File: src/rtl/round_key_store_pkg.sv
// ---------------------------------------------------------------------------
// round_key_store_pkg
// Shared definitions for the AES round-key store:
//   - default round-key width and storage depth
//   - key-size (mode) encodings and the round-key count lookup (11/13/15)
//   - controller state encoding
// Optional feature macro used by this block: ROUND_KEY_STORE_ZEROIZE_EN
// ---------------------------------------------------------------------------
package round_key_store_pkg;

  localparam int RKS_KEY_W  = 128;
  localparam int RKS_MAX_RK = 15;
  localparam int RKS_PTR_W  = 4;

  typedef enum logic [1:0] {
    MODE_AES128 = 2'd0,
    MODE_AES192 = 2'd1,
    MODE_AES256 = 2'd2,
    MODE_RSVD   = 2'd3
  } rks_mode_e;

  typedef enum logic [1:0] {
    ST_IDLE   = 2'd0,
    ST_FILL   = 2'd1,
    ST_READY  = 2'd2,
    ST_REPLAY = 2'd3
  } rks_state_e;

  // Number of round keys (Nr+1) per key size.
  localparam logic [RKS_PTR_W-1:0] NRK_AES128 = 4'd11;
  localparam logic [RKS_PTR_W-1:0] NRK_AES192 = 4'd13;
  localparam logic [RKS_PTR_W-1:0] NRK_AES256 = 4'd15;

  function automatic logic mode_valid(input logic [1:0] mode);
    return (mode != MODE_RSVD);
  endfunction

  function automatic logic [RKS_PTR_W-1:0] nrk_lookup(input logic [1:0] mode);
    logic [RKS_PTR_W-1:0] n;
    case (mode)
      MODE_AES128: n = NRK_AES128;
      MODE_AES192: n = NRK_AES192;
      MODE_AES256: n = NRK_AES256;
      default:     n = 4'd0;
    endcase
    return n;
  endfunction

endpackage

File: src/rtl/rks_mem.sv
// ---------------------------------------------------------------------------
// rks_mem
// Round-key storage array: one synchronous write port, one asynchronous
// read port.
// Ports:
//   clk            - clock, writes on rising edge
//   rst_n, clr     - (ROUND_KEY_STORE_ZEROIZE_EN only) async reset / sync
//                    clear that wipe every entry to zero
//   we/waddr/wdata - write port
//   raddr/rdata    - combinational read port
// Without ROUND_KEY_STORE_ZEROIZE_EN the array has no reset at all.
// ---------------------------------------------------------------------------
module rks_mem #(
  parameter int W     = 128,
  parameter int DEPTH = 15,
  parameter int AW    = 4
) (
  input  logic          clk,
`ifdef ROUND_KEY_STORE_ZEROIZE_EN
  input  logic          rst_n,
  input  logic          clr,
`endif
  input  logic          we,
  input  logic [AW-1:0] waddr,
  input  logic [W-1:0]  wdata,
  input  logic [AW-1:0] raddr,
  output logic [W-1:0]  rdata
);

  logic [W-1:0] mem_r [DEPTH];

`ifdef ROUND_KEY_STORE_ZEROIZE_EN
  // Storage write with zeroize on reset and on a clear request.
  always_ff @(posedge clk or negedge rst_n) begin
    if (!rst_n) begin
      for (int i = 0; i < DEPTH; i++) begin
        mem_r[i] <= {W{1'b0}};
      end
    end else if (clr) begin
      for (int i = 0; i < DEPTH; i++) begin
        mem_r[i] <= {W{1'b0}};
      end
    end else if (we) begin
      mem_r[waddr] <= wdata;
    end
  end
`else
  // Reset-free storage write; contents are undefined until written.
  always_ff @(posedge clk) begin
    if (we) begin
      mem_r[waddr] <= wdata;
    end
  end
`endif

  assign rdata = mem_r[raddr];

endmodule

File: src/rtl/round_key_store.sv
// ---------------------------------------------------------------------------
// round_key_store
// Buffers the Nr+1 round keys produced by an AES key expansion and replays
// them in forward (round 0..Nr) or reverse (Nr..0) order through a
// valid/ready interface.
// Ports:
//   clk, rst_n            - clock, async active-low reset
//   mode, start           - key size (0/1/2 = AES-128/192/256, 3 reserved),
//                           start a new fill (aborts anything in flight)
//   wr_valid, wr_key      - round keys in ascending round order
//   rd_start, rev         - begin a replay, direction sampled with rd_start
//   rd_ready              - consumer accepts rd_key this cycle
//   rd_valid, rd_key,
//   rd_round              - replay output (registered)
//   full, busy, done, err - status (registered); err is sticky
// Optional macro: ROUND_KEY_STORE_ZEROIZE_EN wipes the key storage on reset
// and on every valid start.
// ---------------------------------------------------------------------------
module round_key_store
  import round_key_store_pkg::*;
#(
  parameter int KEY_W  = RKS_KEY_W,
  parameter int MAX_RK = RKS_MAX_RK
) (
  input  logic                 clk,
  input  logic                 rst_n,
  input  logic [1:0]           mode,
  input  logic                 start,
  input  logic                 wr_valid,
  input  logic [KEY_W-1:0]     wr_key,
  input  logic                 rd_start,
  input  logic                 rev,
  input  logic                 rd_ready,
  output logic                 rd_valid,
  output logic [KEY_W-1:0]     rd_key,
  output logic [RKS_PTR_W-1:0] rd_round,
  output logic                 full,
  output logic                 busy,
  output logic                 done,
  output logic                 err
);

  rks_state_e             state_r, state_nx_s;
  logic [RKS_PTR_W-1:0]   nrk_r, nrk_nx_s;
  logic [RKS_PTR_W-1:0]   wr_ptr_r, wr_ptr_nx_s;
  logic [RKS_PTR_W-1:0]   rd_ptr_r, rd_ptr_nx_s;
  logic                   rev_r, rev_nx_s;
  logic                   full_r, full_nx_s;
  logic                   err_r, err_nx_s;
  logic                   done_r, done_nx_s;
  logic                   busy_r, busy_nx_s;
  logic                   rd_valid_r, rd_valid_nx_s;
  logic [KEY_W-1:0]       rd_key_r, rd_key_nx_s;
  logic [RKS_PTR_W-1:0]   rd_round_r, rd_round_nx_s;
  logic [RKS_PTR_W-1:0]   last_wr_s, last_rd_s;
  logic                   mem_we_s;
  logic [KEY_W-1:0]       mem_rdata_s;

  assign last_wr_s = nrk_r - 4'd1;
  assign last_rd_s = rev_r ? 4'd0 : (nrk_r - 4'd1);

  // The read port looks at the *next* pointer so that rd_key can be
  // registered and still line up with rd_round on the following cycle.
`ifdef ROUND_KEY_STORE_ZEROIZE_EN
  logic mem_clr_s;
  assign mem_clr_s = start && mode_valid(mode);

  rks_mem #(.W(KEY_W), .DEPTH(MAX_RK), .AW(RKS_PTR_W)) u_mem (
    .clk   (clk),
    .rst_n (rst_n),
    .clr   (mem_clr_s),
    .we    (mem_we_s),
    .waddr (wr_ptr_r),
    .wdata (wr_key),
    .raddr (rd_ptr_nx_s),
    .rdata (mem_rdata_s)
  );
`else
  rks_mem #(.W(KEY_W), .DEPTH(MAX_RK), .AW(RKS_PTR_W)) u_mem (
    .clk   (clk),
    .we    (mem_we_s),
    .waddr (wr_ptr_r),
    .wdata (wr_key),
    .raddr (rd_ptr_nx_s),
    .rdata (mem_rdata_s)
  );
`endif

  // Controller: next state, pointers, flags and storage write enable.
  always_comb begin
    state_nx_s    = state_r;
    nrk_nx_s      = nrk_r;
    wr_ptr_nx_s   = wr_ptr_r;
    rd_ptr_nx_s   = rd_ptr_r;
    rev_nx_s      = rev_r;
    full_nx_s     = full_r;
    err_nx_s      = err_r;
    rd_valid_nx_s = rd_valid_r;
    done_nx_s     = 1'b0;
    mem_we_s      = 1'b0;
    if (start) begin
      // start overrides everything else in the same cycle
      rd_valid_nx_s = 1'b0;
      wr_ptr_nx_s   = 4'd0;
      rd_ptr_nx_s   = 4'd0;
      full_nx_s     = 1'b0;
      if (mode_valid(mode)) begin
        nrk_nx_s   = nrk_lookup(mode);
        err_nx_s   = 1'b0;
        state_nx_s = ST_FILL;
      end else begin
        err_nx_s   = 1'b1;
        state_nx_s = ST_IDLE;
      end
    end else begin
      case (state_r)
        ST_IDLE: begin
          state_nx_s = ST_IDLE;
        end
        ST_FILL: begin
          if (wr_valid) begin
            mem_we_s    = 1'b1;
            wr_ptr_nx_s = wr_ptr_r + 4'd1;
            if (wr_ptr_r == last_wr_s) begin
              state_nx_s = ST_READY;
              full_nx_s  = 1'b1;
            end else begin
              state_nx_s = ST_FILL;
            end
          end else begin
            state_nx_s = ST_FILL;
          end
        end
        ST_READY: begin
          if (wr_valid) begin
            err_nx_s = 1'b1;
          end else begin
            err_nx_s = err_r;
          end
          if (rd_start) begin
            state_nx_s    = ST_REPLAY;
            rev_nx_s      = rev;
            rd_ptr_nx_s   = rev ? (nrk_r - 4'd1) : 4'd0;
            rd_valid_nx_s = 1'b1;
          end else begin
            state_nx_s = ST_READY;
          end
        end
        ST_REPLAY: begin
          if (wr_valid) begin
            err_nx_s = 1'b1;
          end else begin
            err_nx_s = err_r;
          end
          if (rd_valid_r && rd_ready) begin
            if (rd_ptr_r == last_rd_s) begin
              // last key handed over: pointer stays put, no wrap
              state_nx_s    = ST_READY;
              done_nx_s     = 1'b1;
              rd_valid_nx_s = 1'b0;
            end else begin
              rd_ptr_nx_s = rev_r ? (rd_ptr_r - 4'd1) : (rd_ptr_r + 4'd1);
            end
          end else begin
            state_nx_s = ST_REPLAY;
          end
        end
        default: begin
          state_nx_s    = ST_IDLE;
          rd_valid_nx_s = 1'b0;
        end
      endcase
    end
  end

  // Replay data register inputs; outputs read as zero when not valid.
  always_comb begin
    rd_key_nx_s   = {KEY_W{1'b0}};
    rd_round_nx_s = 4'd0;
    if (rd_valid_nx_s) begin
      rd_key_nx_s   = mem_rdata_s;
      rd_round_nx_s = rd_ptr_nx_s;
    end else begin
      rd_key_nx_s   = {KEY_W{1'b0}};
      rd_round_nx_s = 4'd0;
    end
  end

  assign busy_nx_s = (state_nx_s == ST_FILL) || (state_nx_s == ST_REPLAY);

  // Controller state and registered outputs.
  always_ff @(posedge clk or negedge rst_n) begin
    if (!rst_n) begin
      state_r    <= ST_IDLE;
      nrk_r      <= 4'd0;
      wr_ptr_r   <= 4'd0;
      rd_ptr_r   <= 4'd0;
      rev_r      <= 1'b0;
      full_r     <= 1'b0;
      err_r      <= 1'b0;
      done_r     <= 1'b0;
      busy_r     <= 1'b0;
      rd_valid_r <= 1'b0;
      rd_key_r   <= {KEY_W{1'b0}};
      rd_round_r <= 4'd0;
    end else begin
      state_r    <= state_nx_s;
      nrk_r      <= nrk_nx_s;
      wr_ptr_r   <= wr_ptr_nx_s;
      rd_ptr_r   <= rd_ptr_nx_s;
      rev_r      <= rev_nx_s;
      full_r     <= full_nx_s;
      err_r      <= err_nx_s;
      done_r     <= done_nx_s;
      busy_r     <= busy_nx_s;
      rd_valid_r <= rd_valid_nx_s;
      rd_key_r   <= rd_key_nx_s;
      rd_round_r <= rd_round_nx_s;
    end
  end

  assign rd_valid = rd_valid_r;
  assign rd_key   = rd_key_r;
  assign rd_round = rd_round_r;
  assign full     = full_r;
  assign busy     = busy_r;
  assign done     = done_r;
  assign err      = err_r;

endmodule
File: config.mk
export PLATFORM = sky130hd
export DESIGN_NAME = round_key_store
export DESIGN_NICKNAME = d
export VERILOG_FILES = /design/src/rtl/round_key_store_pkg.sv /design/src/rtl/rks_mem.sv /design/src/rtl/round_key_store.sv
export SDC_FILE = /design/constraint.sdc
export NUM_CORES = 2
export LEC_CHECK = 0
export ABC_CLOCK_PERIOD_IN_PS = 30300
export CAP_MARGIN = 5
export CORE_ASPECT_RATIO = 0.9
export CORE_MARGIN = 2
export CORE_UTILIZATION = 65
export CTS_CLUSTER_SIZE = 25
export DETAILED_ROUTE_END_ITERATION = 8
export DONT_BUFFER_PORTS = 1
export PLACE_DENSITY_LB_ADDON = 0.08
export SLEW_MARGIN = 10
export SYNTH_ARGS = -nofsm -noshare
export SYNTH_HDL_FRONTEND = slang
export SYNTH_SLANG_ARGS = --single-unit
export TNS_END_PERCENT = 1
File: constraint.sdc
create_clock -name clk -period 30.3 [get_ports clk]
set_input_delay 6.06 -clock clk [delete_from_list [all_inputs] [get_ports clk]]
set_output_delay 6.06 -clock clk [all_outputs]
set_load 0.05 [all_outputs]
==> flow_summary.yaml <==
detailed_routing:
  vias_per_cell: 6.677
  drtPass1Iterations: 6
  drtIter0Drc: 5251
  drtAntennaViolNets: 0
  wl_mm: 186.0
  drc: 0
  drt-wirelength-per-cell_um: 28.91
  vias: 42970
clock_tree:
  cts_buffers: 194
  clock_latency_ps: 810
  cts_resized: 0
  cts_setup_buffers: 0
  postCtsHoldBufs: 0
  clock-root-buffer: "clkbuf_16"
  numClockSinks: 2070
  path_clk_slew_ps: 60
  htreeDepth: 4
  cts_tree: "built"
  clk_path_buf_depth: 3
setup_path:
  reg2reg_setup_slack_ps: 24270
  path_class: "in2reg"
  reg2regPathDepth: 12
  arrival_ps: 10570
  required_ps: 30970
  r2r-end: "rd_key[2]"
  cp_max_fo: 254
  crit_slowest_cell: "buf_4"
  cp-end-kind: "register"
  crit_top_cell: "buf_4"
  max_stage_delay_ps: 880
  r2r-start: "nrk_r[0]"
  critPathLaunch: "rd_start"
  cp-start-kind: "input port"
  crit_end: "rd_key[58]"
  crit_chain: "inv_1, o21ai_0, nand2_1, a221o_1, a311o_2, inv_16, buf_4, buf_4, a221oi_1, or4_1"
finish:
  instances_no_fill: 6436
  seqCellArea_um2: 61410
  antennaDiodeCount: 0
  fillers: 7285
  utilization_pct: 72.12
  area_growth_pct: 9.824
  nets: 4833
  drive_gt1_share_pct: 8.515
  design_area_um2: 85980
  multi_input_area_um2: 15340
job:
  cap_violations: 0
worst_hold_path:
  hold_path_class: "reg2reg"
  min_path_cells: 2
global_routing:
  grt_start_max_net_pins: 255
  grt_pass1_vias: 42310
  overflow: 0
  grt_pass1_wl_mm: 272.8
  grt_usage_pct: 30.10
  met2_usage_pct: 49.51
  met3_usage_pct: 6.330
  antenna_found_initial: 0
  grt-busiest-layer: "met2"
  grt_use_met1_pct: 41.07
timing:
  setup_viol: 0
  clock_skew_ps: 18.77
  drv_slew: 0
  rsz0062_at_grt: "no"
  clock.fmax_mhz: 101.0
  period_share_pct: 32.68
  worst_slew_pin_slew_ps: 1224
  whs_ps: 571.4
  final.min_clock_period_ps: 9903
  fin_ws_ps: 20400
  finalHoldViolCount: 0
  slew_headroom_pct: 18.41
  fin_tns_setup_ps: 0
logic_synthesis:
  synth_top_area_cell: "edfxtp_1"
  syn_nets: 4897
  ys_ff_latch: 2070
  synth_edf_count: 1920
  synth_most_common_cell: "edfxtp_1"
  synth_ff_type: "edfxtp_1"
  ys_top_cells_by_count: "edfxtp_1 (1920), nand2_1 (655), a21oi_1 (395)"
  synth_area_per_cell_um2: 16.49
  synthCells: 4748
  async_reset_ff_share_pct: 7.246
  netlist_area_um2: 78290
  yosys_warnings: 0
  ys_types: 52
  synth_top_cells_by_area: "edfxtp_1 (74%), mux2i_1 (4.9%), dfrtp_1 (4.8%), a221oi_1 (4.1%), nand2_1 (3.1%)"
  synth_top_cell_area_share_pct: 73.64
  yosysSeqAreaShare_pct: 78.44
power:
  p_leak_nw: 27.35
  peakVddDrop_uv: 68.02
  finalPower_mw: 5.630
  power.density_nw_per_um2: 65.48
floorplan:
  coreArea_um2: 119200
  initial_core_util_pct: 65.67
  ioPinCount: 274
  die-area_um2: 123200
  row_count: 120
  fp.dieW_um: 369.8
  fp.dieH_um: 333.2
placement:
  dp_cells: 6074
  post_dp_cell_area_um2: 79520
  port-buffer-count: 0
  place_hpwl_mm: 84.85
  place_congestion: 0.8321
  place_ws_ps: 19630
outcome:
  outcome: "completed"
## flip-flops by register name, indices dropped and copies added, names as in the netlist
signal	flops
busy	1
done	1
err	1
full	1
nrk_r	3
rd_key	128
rd_ptr_r	4
rd_round	4
rd_valid	1
rev_r	1
state_r	1
u_mem.mem_r	1920
wr_ptr_r	4
## worst max-delay path, delay by kind of cell
kind | cells | cell delay, ps
buf+inv | 4 | 2360
compound gates | 4 | 1290
simple gates | 2 | 660
## cell usage in the layout, fill, tap and decap left out, types with 8 or more instances in the layout
cell          n
a221oi_1    364
a311oi_1    128
nor2_4       11
dfrtp_1     150
a21oi_1     395
clkbuf_8     28
buf_4        65
a221oi_2     21
clkinv_2     33
clkbuf_16   199
ha_1         11
bufinv_16    19
inv_1        14
edfxtp_1   1920
nor2_1      146
mux2i_1     385
buf_12       10
clkbuf_1     46
nand2_1     655
nand2b_1      8
or4_1       128
clkinv_1     27
## how the worst min path moves through the flow
stage / from / slack, ps / to
global placement: nrk_r[1] / 560 / nrk_r[1]
global route: nrk_r[1] / 600 / nrk_r[1]
floorplan: nrk_r[1] / 530 / nrk_r[1]
CTS: nrk_r[1] / 580 / nrk_r[1]
finish: nrk_r[1] / 570 / nrk_r[1]
detailed placement: nrk_r[1] / 570 / nrk_r[1]
## power breakdown
part / total [mW] / leakage, nW / switching, mW / internal [mW]
Combinational: 0.0349 / 4.82 / 0.0251 / 0.00982
Clock: 2.45 / 3.17 / 1.02 / 1.43
Sequential: 3.15 / 19.4 / 0.00762 / 3.14
## per-layer routing
| layer | share of wire (%) | up-vias | wire (µm) |
|---|---|---|---|
| met2 | 49 | 1881 | 91570 |
| met1 | 40 | 22150 | 73680 |
| met5 | 0 | - | 0 |
| met4 | 2.4 | 0 | 4548 |
| li1 | - | 18650 | - |
| met3 | 8.7 | 293 | 16240 |
## kinds of logic (layout without fill, tap and decap cells)
kind of cell,count (synthesis),after routing,share of synthesized area (%)
compound gates,938,938,8.710
mux,387,387,4.951
flops,2070,2070,78.44
buf+inv,351,453,2.164
fa+ha+maj,12,12,0.2014
xor+xnor,11,11,0.1231
simple gates,979,979,5.413
## cell type report
type | instances | share of cell area [%]
Clock buffer | 273 | 6.441
Clock inverter | 89 | 1.080
Inverter | 16 | 0.1077
Multi-Input combinational cell | 2327 | 17.84
Sequential cell | 2070 | 71.42
Tap cell | 1586 | 2.308
Timing Repair Buffer | 75 | 0.8004
Note: power is estimated with default switching activity, not from simulation.
